[config.mk]
export PLATFORM = sky130hd
export DESIGN_NAME = hazard_scoreboard_flat
export DESIGN_NICKNAME = d
export VERILOG_FILES = /design/src/rtl/hazard_scoreboard_if.sv /design/src/rtl/hazard_scoreboard.sv /design/src/flat_wrapper.sv
export SDC_FILE = /design/constraint.sdc
export NUM_CORES = 1
export LEC_CHECK = 0
export CORE_MARGIN = 5
export CORE_UTILIZATION = 50
export DETAILED_ROUTE_END_ITERATION = 10
export PLACE_DENSITY = 0.71
export SLEW_MARGIN = 20
export SYNTH_ARGS = -nofsm -noshare
export SYNTH_HDL_FRONTEND = slang
export SYNTH_SLANG_ARGS = --single-unit
export TNS_END_PERCENT = 5
[constraint.sdc]
create_clock -name clk -period 4.35 [get_ports clk]
set_input_delay 0.87 -clock clk [delete_from_list [all_inputs] [get_ports clk]]
set_output_delay 0.87 -clock clk [all_outputs]
set_load 0.005 [all_outputs]
[src/rtl/hazard_scoreboard_if.sv]
// ----------------------------------------------------------------------------
// hazard_scoreboard_if
//   Groups the issue-stage, load-return and register-file control signals of
//   the hazard scoreboard into one bundle.
//
//   Issue side (driven by decode/issue and the LSU, "master"):
//     flush, iss_valid, iss_rs1, iss_rs2, iss_rd, iss_is_wb, iss_is_ld,
//     iss_is_st, ld_rsp_valid
//   Control side (driven by the scoreboard, "slave"):
//     fetch_stall, ld_en, st_en, reg_we, reg_waddr, reg_wsel, ld_count, rsp_err
// ----------------------------------------------------------------------------
interface hazard_scoreboard_if #(
  parameter int RW       = 5,
  parameter int LD_DEPTH = 4
);
  localparam int CW = $clog2(LD_DEPTH) + 1;

  logic          flush;
  logic          iss_valid;
  logic [RW-1:0] iss_rs1;
  logic [RW-1:0] iss_rs2;
  logic [RW-1:0] iss_rd;
  logic          iss_is_wb;
  logic          iss_is_ld;
  logic          iss_is_st;
  logic          ld_rsp_valid;

  logic          fetch_stall;
  logic          ld_en;
  logic          st_en;
  logic          reg_we;
  logic [RW-1:0] reg_waddr;
  logic          reg_wsel;
  logic [CW-1:0] ld_count;
  logic          rsp_err;

  modport master (
    output flush, iss_valid, iss_rs1, iss_rs2, iss_rd,
           iss_is_wb, iss_is_ld, iss_is_st, ld_rsp_valid,
    input  fetch_stall, ld_en, st_en, reg_we, reg_waddr, reg_wsel,
           ld_count, rsp_err
  );

  modport slave (
    input  flush, iss_valid, iss_rs1, iss_rs2, iss_rd,
           iss_is_wb, iss_is_ld, iss_is_st, ld_rsp_valid,
    output fetch_stall, ld_en, st_en, reg_we, reg_waddr, reg_wsel,
           ld_count, rsp_err
  );
endinterface

[src/rtl/hazard_scoreboard.sv]
// ----------------------------------------------------------------------------
// hazard_scoreboard
//   Issue-stage control for a single-issue core with up to LD_DEPTH in-order
//   outstanding loads. Keeps a per-register pending vector and a FIFO of load
//   destination tags; generates the issue stall, LSU enables, and arbitrates
//   the single register-file write port (load return beats ALU writeback).
//
//   Ports:
//     clk    core clock, rising edge
//     reset  asynchronous, active-high; clears pending bits, FIFO, rsp_err
//     sb     hazard_scoreboard_if.slave (issue inputs, control outputs)
//
//   All outputs are combinational from state and the current inputs.
// ----------------------------------------------------------------------------
module hazard_scoreboard #(
  parameter int NREG     = 32,
  parameter int RW       = 5,
  parameter int LD_DEPTH = 4,
  parameter int BYPASS   = 1
) (
  input  logic               clk,
  input  logic               reset,
  hazard_scoreboard_if.slave sb
);

  localparam int CW = $clog2(LD_DEPTH) + 1;
  localparam int PW = (LD_DEPTH > 1) ? $clog2(LD_DEPTH) : 1;

  // --------------------------------------------------------------------------
  // State
  // --------------------------------------------------------------------------
  logic [NREG-1:0] pending_reg;
  logic [NREG-1:0] pending_next;
  logic [RW-1:0]   fifo_mem [LD_DEPTH];
  logic [PW-1:0]   rd_ptr_reg;
  logic [PW-1:0]   rd_ptr_next;
  logic [PW-1:0]   wr_ptr_reg;
  logic [PW-1:0]   wr_ptr_next;
  logic [CW-1:0]   count_reg;
  logic [CW-1:0]   count_next;
  logic            rsp_err_reg;
  logic            rsp_err_next;

  // --------------------------------------------------------------------------
  // Combinational decode
  // --------------------------------------------------------------------------
  logic [RW-1:0]   head_tag;
  logic [NREG-1:0] eff_pend;
  logic            fifo_empty;
  logic            fifo_full;
  logic            retire;
  logic            raw_hz;
  logic            waw_hz;
  logic            full_hz;
  logic            port_hz;
  logic            stall;
  logic            go;
  logic            push;

  // Pointer increment with explicit wrap so non-trivial depths (and depth 1)
  // never index past the last entry.
  function automatic logic [PW-1:0] ptr_inc(input logic [PW-1:0] p);
    return (p == PW'(LD_DEPTH - 1)) ? '0 : p + 1'b1;
  endfunction

  // Pending lookup that tolerates indices at or above NREG and treats x0 as
  // never pending.
  function automatic logic reg_pending(input logic [NREG-1:0] vec,
                                       input logic [RW-1:0]   idx);
    logic hit;
    hit = 1'b0;
    for (int i = 1; i < NREG; i++) begin
      if (idx == RW'(i)) hit = vec[i];
    end
    return hit;
  endfunction

  assign head_tag   = fifo_mem[rd_ptr_reg];
  assign fifo_empty = (count_reg == '0);
  assign fifo_full  = (count_reg == CW'(LD_DEPTH));
  assign retire     = sb.ld_rsp_valid & ~fifo_empty;

  // Per-register effective-pending and next-pending logic. A load pushed to
  // the same register that is retiring this cycle keeps the bit set: the set
  // term is ORed after the clear.
  for (genvar gi = 0; gi < NREG; gi++) begin : g_pend
    if (gi == 0) begin : g_zero
      assign eff_pend[gi]     = 1'b0;
      assign pending_next[gi] = 1'b0;
    end else begin : g_bit
      logic head_hit;
      logic push_hit;
      assign head_hit         = retire & (head_tag == RW'(gi));
      assign push_hit         = push & (sb.iss_rd == RW'(gi));
      assign eff_pend[gi]     = pending_reg[gi] & ~((BYPASS != 0) & head_hit);
      assign pending_next[gi] = push_hit | (pending_reg[gi] & ~head_hit);
    end
  end

  always_comb begin
    raw_hz  = 1'b0;
    waw_hz  = 1'b0;
    full_hz = 1'b0;
    port_hz = 1'b0;
    if (sb.iss_valid) begin
      raw_hz  = reg_pending(eff_pend, sb.iss_rs1) | reg_pending(eff_pend, sb.iss_rs2);
      waw_hz  = (sb.iss_is_wb | sb.iss_is_ld) & reg_pending(eff_pend, sb.iss_rd);
      // A retire frees a slot in the same cycle, so a full FIFO does not
      // block a load when a response is arriving.
      full_hz = sb.iss_is_ld & fifo_full & ~retire;
      // The returning load owns the single write port this cycle.
      port_hz = sb.iss_is_wb & retire;
    end
  end

  // Flush does not mask the stall; the front end is redirecting anyway.
  assign stall = sb.iss_valid & (raw_hz | waw_hz | full_hz | port_hz);
  assign go    = sb.iss_valid & ~sb.flush & ~stall;
  assign push  = go & sb.iss_is_ld;

  assign sb.fetch_stall = stall;
  assign sb.ld_en       = push;
  assign sb.st_en       = go & sb.iss_is_st;
  assign sb.ld_count    = count_reg;
  assign sb.rsp_err     = rsp_err_reg;

  // Write-port arbitration: load return first, else an accepted ALU op.
  always_comb begin
    sb.reg_we    = 1'b0;
    sb.reg_waddr = '0;
    sb.reg_wsel  = 1'b0;
    if (retire) begin
      sb.reg_we    = (head_tag != '0);
      sb.reg_waddr = head_tag;
      sb.reg_wsel  = 1'b1;
    end else if (go && sb.iss_is_wb && (sb.iss_rd != '0)) begin
      sb.reg_we    = 1'b1;
      sb.reg_waddr = sb.iss_rd;
      sb.reg_wsel  = 1'b0;
    end
  end

  // FIFO pointer/count bookkeeping.
  always_comb begin
    rd_ptr_next  = rd_ptr_reg;
    wr_ptr_next  = wr_ptr_reg;
    count_next   = count_reg;
    rsp_err_next = rsp_err_reg;
    if (retire) rd_ptr_next = ptr_inc(rd_ptr_reg);
    if (push)   wr_ptr_next = ptr_inc(wr_ptr_reg);
    case ({push, retire})
      2'b10:   count_next = count_reg + 1'b1;
      2'b01:   count_next = count_reg - 1'b1;
      default: count_next = count_reg;
    endcase
    if (sb.ld_rsp_valid && fifo_empty) rsp_err_next = 1'b1;
  end

  // --------------------------------------------------------------------------
  // Registers
  // --------------------------------------------------------------------------
  always_ff @(posedge clk or posedge reset) begin
    if (reset) begin
      pending_reg <= '0;
      rd_ptr_reg  <= '0;
      wr_ptr_reg  <= '0;
      count_reg   <= '0;
      rsp_err_reg <= 1'b0;
    end else begin
      pending_reg <= pending_next;
      rd_ptr_reg  <= rd_ptr_next;
      wr_ptr_reg  <= wr_ptr_next;
      count_reg   <= count_next;
      rsp_err_reg <= rsp_err_next;
    end
  end

  // Tag storage needs no reset: entries are only read while count is nonzero.
  always_ff @(posedge clk) begin
    if (push) fifo_mem[wr_ptr_reg] <= sb.iss_rd;
  end

endmodule

[src/flat_wrapper.sv]
// flat-port wrapper written by rule: the top's interface ports become plain ports
module hazard_scoreboard_flat 
#(
  parameter int NREG     = 32,
  parameter int RW       = 5,
  parameter int LD_DEPTH = 4,
  parameter int BYPASS   = 1
)
  (clk, reset, sb_flush, sb_iss_valid, sb_iss_rs1, sb_iss_rs2, sb_iss_rd, sb_iss_is_wb, sb_iss_is_ld, sb_iss_is_st, sb_ld_rsp_valid, sb_fetch_stall, sb_ld_en, sb_st_en, sb_reg_we, sb_reg_waddr, sb_reg_wsel, sb_ld_count, sb_rsp_err);
  hazard_scoreboard_if #(.RW(RW), .LD_DEPTH(LD_DEPTH)) sb_i ();
  input  logic clk;
  input  logic reset;
  input wire logic [$bits(sb_i.flush)-1:0] sb_flush;
  input wire logic [$bits(sb_i.iss_valid)-1:0] sb_iss_valid;
  input wire logic [$bits(sb_i.iss_rs1)-1:0] sb_iss_rs1;
  input wire logic [$bits(sb_i.iss_rs2)-1:0] sb_iss_rs2;
  input wire logic [$bits(sb_i.iss_rd)-1:0] sb_iss_rd;
  input wire logic [$bits(sb_i.iss_is_wb)-1:0] sb_iss_is_wb;
  input wire logic [$bits(sb_i.iss_is_ld)-1:0] sb_iss_is_ld;
  input wire logic [$bits(sb_i.iss_is_st)-1:0] sb_iss_is_st;
  input wire logic [$bits(sb_i.ld_rsp_valid)-1:0] sb_ld_rsp_valid;
  output wire logic [$bits(sb_i.fetch_stall)-1:0] sb_fetch_stall;
  output wire logic [$bits(sb_i.ld_en)-1:0] sb_ld_en;
  output wire logic [$bits(sb_i.st_en)-1:0] sb_st_en;
  output wire logic [$bits(sb_i.reg_we)-1:0] sb_reg_we;
  output wire logic [$bits(sb_i.reg_waddr)-1:0] sb_reg_waddr;
  output wire logic [$bits(sb_i.reg_wsel)-1:0] sb_reg_wsel;
  output wire logic [$bits(sb_i.ld_count)-1:0] sb_ld_count;
  output wire logic [$bits(sb_i.rsp_err)-1:0] sb_rsp_err;
  assign sb_i.flush = sb_flush;
  assign sb_i.iss_valid = sb_iss_valid;
  assign sb_i.iss_rs1 = sb_iss_rs1;
  assign sb_i.iss_rs2 = sb_iss_rs2;
  assign sb_i.iss_rd = sb_iss_rd;
  assign sb_i.iss_is_wb = sb_iss_is_wb;
  assign sb_i.iss_is_ld = sb_iss_is_ld;
  assign sb_i.iss_is_st = sb_iss_is_st;
  assign sb_i.ld_rsp_valid = sb_ld_rsp_valid;
  assign sb_fetch_stall = sb_i.fetch_stall;
  assign sb_ld_en = sb_i.ld_en;
  assign sb_st_en = sb_i.st_en;
  assign sb_reg_we = sb_i.reg_we;
  assign sb_reg_waddr = sb_i.reg_waddr;
  assign sb_reg_wsel = sb_i.reg_wsel;
  assign sb_ld_count = sb_i.ld_count;
  assign sb_rsp_err = sb_i.rsp_err;
  hazard_scoreboard #(.NREG(NREG), .RW(RW), .LD_DEPTH(LD_DEPTH), .BYPASS(BYPASS)) u_core (.clk(clk), .reset(reset), .sb(sb_i));
endmodule
# Word level (Yosys, flattened, before mapping)
# Memory sizes are Yosys's and may differ from the RTL's.
# Cells that the tools add are included.
# classes
eq_ne,129
reduce_logical,7
add_sub_neg,4
n_bitwise,174
muxes,110
# op_table
cell,count
$eq A5 B5 Y1 const B,64
$eq A5 B4 Y1 const B,32
$mux W1,105
$and A1 B1 Y1,103
$eq A5 B3 Y1 const B,16
$eq A5 B2 Y1 const B,8
$or A1 B1 Y1,36
$not A1 Y1,35
$eq A5 B1 Y1 const B,4
$mux W5,2
$reduce_bool A5 Y1,2
$eq A2 B2 Y1 const B,3
$pmux W3 S2,1
$add A2 B1 Y2 const B,2
$mux W2,2
$add A3 B1 Y3 const B,1
$eq A3 B3 Y1 const B,1
$logic_and A1 B1 Y1,3
$logic_not A3 Y1,1
$sub A3 B1 Y3 const B,1
$eq A2 B1 Y1 const B,1
$reduce_bool A2 Y1,1
# word_totals
input_bits,23
reg_bits,39
word_cells,430
ramBits,20
n_memories,1
# memory_table
memory,words,width,rd,rd_ports_with_merged_regs,wr,line,text
u_core.fifo_mem,4,5,1,0,1,hazard_scoreboard.sv:34,logic [RW-1:0] fifo_mem [LD_DEPTH];

# Longest topological paths before layout
# Gate-level depths: netlist (run 1).
# depth
depth_word,50
mapped_depth,20
ltp_nobuf,17

# Worst setup path after synthesis (run 1)
# No wires, ideal clock.
# synth_timing
path_type,register to register
startpoint,reg u_core.rd_ptr_reg[0]
endpoint,"reg u_core.count_reg[2], in the netlist u_core.sb.ld_count[2]"
slack_ps,50
setup_ps,79
n_path_buf,4
stages_incl_launch_ff,21
arrival_time_ps,4220
path_cell_list,dfrtp_1 > buf_2 > mux4_2 > buf_4 > nand2b_1 > o21ai_0 > mux4_2 > a21o_1 > a211oi_1 > o221ai_1 > and3_1 > and3_1 > buf_4 > inv_4 > buf_6 > ha_1 > inv_1 > fa_1 > xor2_1 > nor2_1 > xor2_1
# synth_between
elab_chain_len,48
word_cells_on_any_way,236
cone_classes,33 x eq/ne; 99 x mux; 102 x bitwise; 1 x reduce/logical; 1 x memory
# synth_rtl
item,line,text
"start, declared",hazard_scoreboard.sv:35,logic [PW-1:0] rd_ptr_reg;
"start signal, assigned",hazard_scoreboard.sv:171,rd_ptr_reg <= rd_ptr_next;
$mem_v2 Z4 W5 *,n/a,
$eq A5 B1 Y1,hazard_scoreboard.sv:93,assign head_hit = retire & (head_tag == RW'(gi));
$and A1 B1 Y1,hazard_scoreboard.sv:93,
$not A1 Y1,hazard_scoreboard.sv:95,assign eff_pend[gi] = pending_reg[gi] & ~((BYPASS != 0) & head_hit);
$and A1 B1 Y1,hazard_scoreboard.sv:95,
$mux W1 (31 in series),hazard_scoreboard.sv:73,if (idx == RW'(i)) hit = vec[i];
$mux W1,hazard_scoreboard.sv:105,if (sb.iss_valid) begin
$or A1 B1 Y1 or $and A1 B1 Y1 (tied branches),"hazard_scoreboard.sv:106, hazard_scoreboard.sv:107",
$mux W1,hazard_scoreboard.sv:105,
$or A1 B1 Y1 * (3 in series),hazard_scoreboard.sv:117,assign stall = sb.iss_valid & (raw_hz | waw_hz | full_hz | port_hz);
$and A1 B1 Y1 *,hazard_scoreboard.sv:117,
$not A1 Y1 *,hazard_scoreboard.sv:118,assign go = sb.iss_valid & ~sb.flush & ~stall;
$and A1 B1 Y1 *,hazard_scoreboard.sv:118,
$and A1 B1 Y1 *,hazard_scoreboard.sv:119,assign push = go & sb.iss_is_ld;
$eq A2 B1 Y1 or $eq A2 B2 Y1 (tied branches),hazard_scoreboard.sv:151,"case ({push, retire})"
$pmux W3 S2 or $reduce_bool A2 Y1 (tied branches),n/a,
"end signal, assigned",hazard_scoreboard.sv:173,count_reg <= count_next;
"end, declared",hazard_scoreboard.sv:39,logic [CW-1:0] count_reg;
# Every way passes the cells marked *; elsewhere a longest branch is shown, timed or not. The select of a mux whose other input is x is not followed.
# A chain may end at the register's enable or synchronous reset.

# Worst setup path in the final report (run 1)
# layout_timing
startpoint,reg u_core.rd_ptr_reg[0]
endpoint,out sb_ld_en
# layout_between
elab_chain_len,46
word_cells_on_any_way,232
cone_classes,31 x eq/ne; 98 x mux; 102 x bitwise; 1 x memory
# layout_rtl
item,line,text
$mem_v2 Z4 W5 *,n/a,
$eq A5 B1 Y1,hazard_scoreboard.sv:93,
$and A1 B1 Y1,hazard_scoreboard.sv:93,
$not A1 Y1,hazard_scoreboard.sv:95,
$and A1 B1 Y1,hazard_scoreboard.sv:95,
$mux W1 (31 in series),hazard_scoreboard.sv:73,
$mux W1,hazard_scoreboard.sv:105,
$or A1 B1 Y1 or $and A1 B1 Y1 (tied branches),"hazard_scoreboard.sv:106, hazard_scoreboard.sv:107",
$mux W1,hazard_scoreboard.sv:105,
$or A1 B1 Y1 * (3 in series),hazard_scoreboard.sv:117,
$and A1 B1 Y1 *,hazard_scoreboard.sv:117,
$not A1 Y1 *,hazard_scoreboard.sv:118,
$and A1 B1 Y1 *,hazard_scoreboard.sv:118,
$and A1 B1 Y1 *,hazard_scoreboard.sv:119,
"end, declared",flat_wrapper.sv:23,output wire logic [$bits(sb_i.ld_en)-1:0] sb_ld_en;
# Marked as above.

==> flow_metrics.py, run 1 <==
metrics = {
    "sta": {
        "period_minus_slack_ns": 4.93,
        "finalCritPeriodShare_pct": 113,
        "timing.final.ws_setup_ns": -0.576,
        "hold_viol": 0,
        "fmax_mhz": 203,
        "clock_skew_ns": 0.0149,
        "setup_viol": 11,
        "relSlewSlack_pct": 60.4,
        "drv_slew": 0,
        "worst_pin_slew_ns": 0.594,
        "tns_ns": -5.22,
        "rsz0062_at_grt": "true",
    },
    "routing": {
        "num_vias": 5376,
        "wirelength_um": 18800,
        "drtAntennaViolNets": 0,
        "via_per_inst": 6.55,
        "drt_iter0_markers": 440,
        "drtPass1Iterations": 5,
        "wl_per_cell_um": 23.0,
        "drc": 0,
    },
    "cells_and_area": {
        "fin_nets": 738,
        "antenna_cells": 0,
        "largest_register_ffs": 31,
        "multi_input_area_um2": 2840,
        "syn2layout_area_growth_pct": 52.5,
        "finalNonFillerCells": 821,
        "regArea_um2": 1580,
        "final_util_pct": 77.8,
        "drive_gt1_share_pct": 40.8,
        "n_fill_cell": 568,
    },
    "place": {
        "portBuffers": 36,
        "place_hpwl_um": 13900,
        "dp.cells": 784,
        "dp_slack_ns": -1.15,
        "gp_congestion": 1.03,
    },
    "synthesis": {
        "ys_seq_elements": 59,
        "synth_nets": 518,
        "syn_inst": 488,
        "netlist_area_um2": 4410,
        "synthArstFlopShare_pct": 66.1,
        "yosysWarnings": 0,
        "avgSynthCellArea_um2": 9.03,
        "synthFlopType": "dfrtp_1",
        "synth_enable_flop_cells": 20,
        "ys_types": 81,
        "seq_area_frac_synth_pct": 35.8,
    },
    "floorplanning": {
        "coreArea_um2": 8640,
        "fp-row-count": 34,
        "die_h_um": 104,
        "dieArea_um2": 10800,
        "io-pin-count": 37,
        "die_w_um": 104,
        "start_util_pct": 51.0,
    },
    "global_route": {
        "grt_pass1_vias": 5409,
        "grt_pass1_wl_um": 29300,
        "grt_max_degree": 27,
        "gr-total-overflow": 0,
        "antenna_found_initial": 0,
        "track_usage_pct": 33.8,
    },
    "worst_setup_path": {
        "reg2reg_to": "u_core.sb.ld_count[2]",
        "worstSetupStartpointType": "flop",
        "worstSetupEndpointType": "output port",
        "r2r-start": "u_core.rd_ptr_reg[0]",
        "ff2ff_setup_slack_ns": -0.39,
        "crit_fanout": 4,
        "required_ns": 3.48,
        "arrival_ns": 4.06,
        "worst_r2r_path_depth": 22,
        "cp-startpoint": "u_core.rd_ptr_reg[0]",
        "path_class": "flop to output port",
    },
    "clock_tree": {
        "cts_buffers": 9,
        "cts_buffer_depth": 2,
        "h-tree-depth": 3,
        "clock_latency_ns": 0.37,
        "cts_root_buffer": "clkbuf_8",
        "cts_sinks": 59,
        "cts_tree": "done",
        "path_clk_slew_ns": 0.08,
    },
    "power_and_ir_drop": {
        "powerDensity_nw_per_um2": 436,
        "power.total_w": 0.00293,
        "peakVddDrop_uv": 362,
        "p_leak_nw": 2.91,
    },
    "flow_run": {
        "drv_cap": 0,
    },
    "worst_hold_path": {
        "min_from": "u_core.sb.rsp_err",
        "whs_path_depth": 1,
        "hp-class": "flop to flop",
        "hold_end": "u_core.sb.rsp_err",
    },
    "status": {
        "violations": "setup timing",
        "outcome": "complete, but fails checks",
    },
}
final cells by class:
class	instances	area share [%]
clock buffer	9	1.84
clock inverter	7	0.838
inverter	17	0.986
multi-input combinational	382	42.3
sequential	59	23.5
tap	108	2.01
timing repair buffer	239	28.6
cell usage after synthesis, drive strengths merged (5+ instances only):
library cell   n  area share (%)
clkbuf        17             1.4
o211ai         8             1.4
nand3b         6             1.0
mux2i          8             1.8
o31ai         27             5.6
o21a           7             1.2
and2           8             1.1
a31oi          9             1.3
nand2         43             3.7
o21ai         36             4.3
ha             6             1.7
dfrtp         39              22
or3            5            0.71
nor2          37             3.2
buf           13             1.8
nand4          9             1.3
a211oi         8             1.4
nor3          13             1.5
a21oi         16             1.8
edfxtp        20              14
mux4           6             3.1
inv           15             1.3
nor2b          8             1.1
nand3         18             2.0
o22ai          6            0.85
nand2b         7            0.99
a21o           6             1.0
metrics by stage:
stage / cell area [µm²] / hold WS [ns]
floorplan: 4410 / 0.451
global placement: 6140 / 0.443
detailed placement: 6140 / 0.451
CTS: 6570 / 0.472
global route: 6720 / 0.511
finish: 6720 / 0.474
timing repair:
item | 4_1_cts | 5_1_grt
pin swaps | 22 | 21
hold buffers | 0 | 0
resized for setup | 80 | 20
buffers inserted | 11 | 10
endpoints found under the setup margin | 58 | 19
placed cells by master, fill, tap and decap left out, types with 6 or more instances in the layout:
cell             instances
buf_4                  190
nand2_1                 42
dfrtp_1                 39
nor2_1                  37
clkdlybuf4s50_1         26
edfxtp_1                20
o21ai_0                 19
nand3_1                 18
o31ai_1                 17
a21oi_1                 16
inv_1                   13
nor3_1                  12
buf_6                   11
nand4_1                  9
clkbuf_8                 9
o21ai_1                  8
mux2i_1                  8
nor2b_1                  8
a31oi_1                  8
o211ai_1                 8
o31ai_2                  8
o21a_1                   7
o21ai_2                  7
buf_2                    7
a21o_1                   6
mux4_2                   6
a211oi_1                 6
nand3b_1                 6
and2_1                   6
ha_1                     6
worst max path at each step:
stage	end	depth (start not counted)	slack, ns
after floorplan	u_core.sb.ld_count[2]	20	0.05
after global placement	sb_st_en	15	-0.99
after detailed placement	sb_st_en	15	-1.15
after CTS	sb_fetch_stall	15	-0.45
final	sb_ld_en	15	-0.58
after global routing	sb_fetch_stall	15	-0.72
kinds of logic (layout without fill, tap and decap cells):
kind of cell	count (synthesis)	count (layout)	share of synthesized area (%)
and+or+nand+nor	184	184	22.5
AOI/OAI and AO/OA	171	171	28.6
DFF	59	59	35.8
buffers and inverters	47	272	4.77
muxes	17	17	5.65
adders and majority gates	7	7	2.16
xor gates and xnor gates	3	3	0.596
report_power, final:
group | switching, W | internal, W | total (W)
Sequential | 0.0000909 | 0.000669 | 0.000760
Combinational | 0.000846 | 0.000850 | 0.00170
Clock | 0.000265 | 0.000214 | 0.000479
Total | 0.00120 | 0.00173 | 0.00293
metal layers:
layer  vias to the layer above  global-route usage, %  wire length [µm]
li1                       2338                      -                 -
met1                      2599                   42.9              7200
met2                       344                   56.5              9020
met3                        95                   5.15              1560
met4                         0                   15.7              1070
met5                         -                      0                 0
worst max-delay path: stages (launching register included):
cell and delay (ns):
dfrtp_1 0.45, buf_6 0.14, mux4_2 0.54, buf_6 0.16
buf_4 0.14, buf_4 0.14, nand4b_1 0.10, buf_6 0.14
o21ai_0 0.10, mux4_2 0.51, a21o_1 0.21, a211oi_2 0.19
o221ai_2 0.20, and3_1 0.18, and3_1 0.20, dlygate4sd2_1 0.27
Note: power is estimated with default switching activity, not from simulation.
==> run 2, diff against run 1 <==
--- a/config.mk
+++ b/config.mk
@@ -8,7 +8,8 @@
 export CORE_MARGIN = 5
 export CORE_UTILIZATION = 50
 export DETAILED_ROUTE_END_ITERATION = 10
-export PLACE_DENSITY = 0.71
+export DONT_BUFFER_PORTS = 1
+export PLACE_DENSITY = 0.66
 export SLEW_MARGIN = 20
 export SYNTH_ARGS = -nofsm -noshare
 export SYNTH_HDL_FRONTEND = slang
==> flow_metrics.py, run 2 (synthesis gave the netlist of run 1 again) <==
metrics = {
    "power_and_ir_drop": {
        "p_switching_w": 0.000972,
        "p_leak_nw": 2.14,
        "powerDensity_nw_per_um2": 471,
        "p_int_w": 0.00159,
        "swShare_pct": 38.0,
        "p_clk_share_pct": 24.3,
        "peakVddDrop_uv": 373,
        "seq_power_share_pct": 30.1,
        "pwr-share-comb_pct": 45.6,
        "power.total_w": 0.00256,
    },
    "floorplanning": {
        "io-pin-count": 37,
        "start_util_pct": 51.0,
        "dieArea_um2": 10800,
        "die_w_um": 104,
        "coreArea_um2": 8640,
        "fp-row-count": 34,
        "die_h_um": 104,
    },
    "sta": {
        "period_minus_slack_ns": 4.57,
        "relSlewSlack_pct": 61.2,
        "timing.final.ws_setup_ns": -0.220,
        "rsz0062_at_grt": "true",
        "drv_slew": 0,
        "hold_viol": 0,
        "finalCritPeriodShare_pct": 105,
        "setup_viol": 9,
        "worst_pin_slew_ns": 0.581,
        "fmax_mhz": 219,
        "clock_skew_ns": 0.00602,
    },
    "global_route": {
        "grt_pass1_wl_um": 24000,
        "grt_pass1_vias": 4423,
        "antenna_found_initial": 0,
        "grt_max_degree": 40,
        "gr-total-overflow": 0,
        "track_usage_pct": 27.7,
    },
    "clock_tree": {
        "cts_tree": "done",
        "cts_sinks": 59,
        "cts_buffers": 9,
        "clock_latency_ns": 0.36,
        "h-tree-depth": 3,
        "hold_buffers": 0,
        "cts_root_buffer": "clkbuf_8",
        "cts_buffer_depth": 2,
        "path_clk_slew_ns": 0.07,
    },
    "worst_setup_path": {
        "crit_chain": "mux4_2, buf_6, or4b_4, o2111ai_1, o221ai_2, nor3_2, a211oi_2, o221ai_4, and3_4, and3_4, buf_4",
        "path_class": "flop to output port",
        "worstSetupStartpointType": "flop",
        "critPathMaxStageDelay_ns": 0.56,
        "worstSetupEndpointType": "output port",
        "crit_family": "simple AND/OR/NAND/NOR gates",
        "cp_slowest_cell": "or4b_4",
        "cp_common_cell": "and3_4",
        "critPathBufInv": 2,
        "required_ns": 3.48,
        "crit_fanout": 10,
        "arrival_ns": 3.70,
    },
    "routing": {
        "via_per_inst": 6.92,
        "drtPass1Iterations": 6,
        "drtAntennaViolNets": 0,
        "wirelength_um": 15300,
        "num_vias": 4578,
        "drt_iter0_markers": 483,
        "wl_per_cell_um": 23.1,
        "drc": 0,
    },
    "status": {
        "outcome": "complete, but fails checks",
        "violations": "setup timing",
    },
    "place": {
        "place_hpwl_um": 11000,
        "dp_slack_ns": -0.214,
        "portBuffers": 0,
        "gp_congestion": 1.03,
    },
    "flow_run": {
        "drv_cap": 0,
    },
    "cells_and_area": {
        "n_fill_cell": 737,
        "drive_gt1_share_pct": 27.4,
        "fin_nets": 579,
        "antenna_cells": 0,
        "syn2layout_area_growth_pct": 23.2,
        "final_common_cell": "buf_4",
        "final_cell_mix": "76 x buf_4, 42 x nand2_1, 38 x dfrtp_1",
        "largest_register_ffs": 31,
        "final_util_pct": 62.9,
    },
    "worst_hold_path": {
        "hp-class": "flop to flop",
    },
}
run 2: cell count changes in the layout (fill, tap and decap cells not counted), moves of 3 or more:
cell,delta
buf_6,-9
buf_2,-7
inv_6,-3
o2111ai_2,-3
buf_4,-114
o2111ai_1,+3
clkdlybuf4s50_1,-26
buf_12,-3
bufinv_16,+3
run 2: routing by layer:
metal / up-vias / share of wire [%] / track usage, % / wire length, µm
li1: 2023 / - / - / -
met1: 2162 / 39 / 36.5 / 5930
met2: 325 / 45 / 41.8 / 6920
met3: 68 / 12 / 8.50 / 1790
met4: 0 / 4.2 / 12.7 / 640
met5: - / 0 / 0 / 0
run 2: power by group through the flow:
stage / Clock [W] / Sequential [W] / Combinational, W
after floorplan: 0 / 0.000737 / 0.000627
after global placement: 0 / 0.000770 / 0.000975
after detailed placement: 0 / 0.000775 / 0.000989
after CTS: 0.000628 / 0.000768 / 0.00108
after global routing: 0.000657 / 0.000789 / 0.00124
final: 0.000622 / 0.000769 / 0.00117
run 2: final timing paths:
path | from | slack [ns] | endpoint | cells after the start
max | u_core.rd_ptr_reg[0] | -0.22 | sb_ld_en | 11
min | u_core.sb.rsp_err | 0.51 | u_core.sb.rsp_err | 1
max reg2reg | u_core.rd_ptr_reg[0] | 0.04 | u_core.sb.ld_count[2] | 18
min reg2reg | u_core.sb.rsp_err | 0.51 | u_core.sb.rsp_err | 1
max in group asynchronous | reset | 3.42 | u_core.rd_ptr_reg[0] | 2
min in group asynchronous | reset | 0.52 | u_core.pending_reg[20] | 2
run 2: cell type report:
class                           instances  area, µm²  share of cell area (%)
Tap cell                              108        135                    2.49
Clock inverter                          7        124                    2.28
Inverter                               17       66.3                    1.22
Multi-Input combinational cell        383       2790                    51.5
Clock buffer                            9        124                    2.28
Timing Repair Buffer                   79        608                    11.2
Sequential cell                        59       1580                    29.1
run 2: repair_timing:
action	CTS	global route
buffers inserted	6	6
resized for setup	33	14
pin swaps	10	8
setup endpoints to repair	26	11
gates cloned	1	0
run 2: per-stage QoR:
step	cell area, µm²	setup TNS, ns	std cells	hold slack [ns]
CTS	5320	-1.37	656	0.517
floorplan	4410	0	488	0.451
finish	5430	-1.72	662	0.511
global route	5430	-3.47	662	0.555
detailed placement	4910	-1.92	633	0.501
global placement	4910	-1.21	633	0.498
==> run 3, diff against run 2 <==
--- a/config.mk
+++ b/config.mk
@@ -9,7 +9,7 @@
 export CORE_UTILIZATION = 50
 export DETAILED_ROUTE_END_ITERATION = 10
 export DONT_BUFFER_PORTS = 1
-export PLACE_DENSITY = 0.66
+export PLACE_DENSITY = 0.63
 export SLEW_MARGIN = 20
 export SYNTH_ARGS = -nofsm -noshare
 export SYNTH_HDL_FRONTEND = slang
==> constraint.sdc (replaced) <==
create_clock -name clk -period 5.3 [get_ports clk]
set_input_delay 1.06 -clock clk [delete_from_list [all_inputs] [get_ports clk]]
set_output_delay 1.06 -clock clk [all_outputs]
set_load 0.005 [all_outputs]
==> flow_metrics.py, run 3 (synthesis gave the netlist of run 1 again) <==
metrics = {
    "status": {
        "outcome": "completed",
    },
    "routing": {
        "drtPass1Iterations": 5,
        "wirelength_um": 14800,
        "drtAntennaViolNets": 0,
        "via_per_inst": 7.10,
        "num_vias": 4341,
        "wl_per_cell_um": 24.2,
        "drt_iter0_markers": 423,
        "drc": 0,
    },
    "sta": {
        "rsz0062_at_grt": "false",
        "clock_skew_ns": 0.0121,
        "whs_ns": 0.500,
        "finalCritPeriodShare_pct": 97.5,
        "period_minus_slack_ns": 5.17,
        "worst_pin_slew_ns": 0.659,
        "drv_slew": 0,
        "fmax_mhz": 193,
        "setup_viol": 0,
        "hold_viol": 0,
        "tns_ns": 0,
        "relSlewSlack_pct": 55.9,
    },
    "place": {
        "place_hpwl_um": 10700,
        "portBuffers": 0,
        "gp_congestion": 0.932,
    },
    "worst_setup_path": {
        "crit_fanout": 10,
        "required_ns": 4.24,
        "reg2reg_to": "u_core.sb.ld_count[2]",
        "ff2ff_setup_slack_ns": 0.66,
        "worstSetupStartpointType": "flop",
        "path_class": "flop to output port",
        "worstSetupEndpointType": "output port",
        "endpoint": "sb_reg_waddr[1]",
        "worst_r2r_path_depth": 17,
        "cp-startpoint": "u_core.rd_ptr_reg[0]",
        "arrival_ns": 4.11,
        "r2r-start": "u_core.sb.ld_count[0]",
    },
    "cells_and_area": {
        "largest_register_ffs": 31,
        "antenna_cells": 0,
        "syn2layout_area_growth_pct": 10.4,
        "final_common_cell": "nand2_1",
        "fin_nets": 528,
        "final_cell_mix": "43 x nand2_1, 38 x dfrtp_1, 37 x nor2_1",
        "drive_gt1_share_pct": 16.7,
        "final_util_pct": 56.4,
    },
    "clock_tree": {
        "cts_buffer_depth": 2,
        "cts_root_buffer": "clkbuf_8",
        "cts_sinks": 59,
        "hold_buffers": 0,
        "cts_buffers": 9,
        "clock_latency_ns": 0.34,
        "h-tree-depth": 3,
        "cts_tree": "done",
        "path_clk_slew_ns": 0.07,
    },
    "floorplanning": {
        "start_util_pct": 51.0,
        "die_w_um": 104,
        "dieArea_um2": 10800,
        "die_h_um": 104,
        "coreArea_um2": 8640,
        "io-pin-count": 37,
        "fp-row-count": 34,
    },
    "flow_run": {
        "drv_cap": 0,
    },
    "global_route": {
        "grtUsageMet2_pct": 40.4,
        "use_met3_pct": 8.50,
        "grt_pass1_vias": 4204,
        "busiest_layer": "met2",
        "grt_max_degree": 40,
        "met1_usage_pct": 35.9,
        "antenna_found_initial": 1,
        "grt_pass1_wl_um": 23300,
        "track_usage_pct": 26.9,
        "gr-total-overflow": 0,
    },
    "power_and_ir_drop": {
        "p_leak_nw": 1.85,
        "peakVddDrop_uv": 248,
        "powerDensity_nw_per_um2": 370,
        "power.total_w": 0.00180,
    },
    "worst_hold_path": {
        "hp-class": "flop to flop",
    },
}
==> run 3: what timing repair did <==
item,in CTS,in global routing
buffers inserted,0,6
resized for setup,5,7
setup endpoints to repair,8,9
==> run 3: worst min-delay path by stage <==
stage | start | endpoint | slack (ns) | cells after the start
3_5_place_dp | u_core.sb.rsp_err | u_core.sb.rsp_err | 0.49 | 1
4_1_cts | u_core.sb.rsp_err | u_core.sb.rsp_err | 0.51 | 1
3_3_place_gp | u_core.sb.rsp_err | u_core.sb.rsp_err | 0.48 | 1
5_1_grt | u_core.sb.rsp_err | u_core.sb.rsp_err | 0.54 | 1
6_report | u_core.sb.rsp_err | u_core.sb.rsp_err | 0.50 | 1
2_1_floorplan | u_core.sb.rsp_err | u_core.sb.rsp_err | 0.45 | 1
==> run 3: critical path, stage by stage, from the launching register on <==
cell and delay [ns]:
dfrtp_2 0.50, mux4_2 0.67, or2_1 0.48, o21ai_2 0.32
buf_4 0.17, a211o_1 0.11, o311ai_0 0.14, nor4_1 0.38
o21ai_1 0.18, a32oi_2 0.32, nand3_2 0.21, o21ai_0 0.30
==> run 3: layout make-up <==
type / count / area, µm²
fill: 795 / 3770
clock inverter: 7 / 76.3
timing repair buffer: 29 / 218
inverter: 17 / 66.3
sequential: 59 / 1580
tap: 108 / 135
multi-input combinational: 382 / 2670
clock buffer: 9 / 124
==> run 3: power breakdown <==
group	internal [W]	switching, W	total [W]
Combinational	0.000292	0.000452	0.000744
Clock	0.000220	0.000199	0.000419
Sequential	0.000550	0.0000879	0.000637
==> run 3: layer usage <==
metal / part of all wire (%) / vias up
li1: - / 1922
met1: 40 / 2074
met2: 45 / 295
met3: 11 / 48
met4: 3.3 / 2
met5: 0.088 / -
==> run 3: through the flow <==
step / worst slack, ns / std cells / instance area [µm²]
final: 0.130 / 611 / 4870
after global routing: 0.0183 / 611 / 4870
after CTS: 0.00821 / 605 / 4790
after detailed placement: 0.143 / 589 / 4580
after global placement: 0.193 / 589 / 4580
after floorplan: 0.841 / 488 / 4410
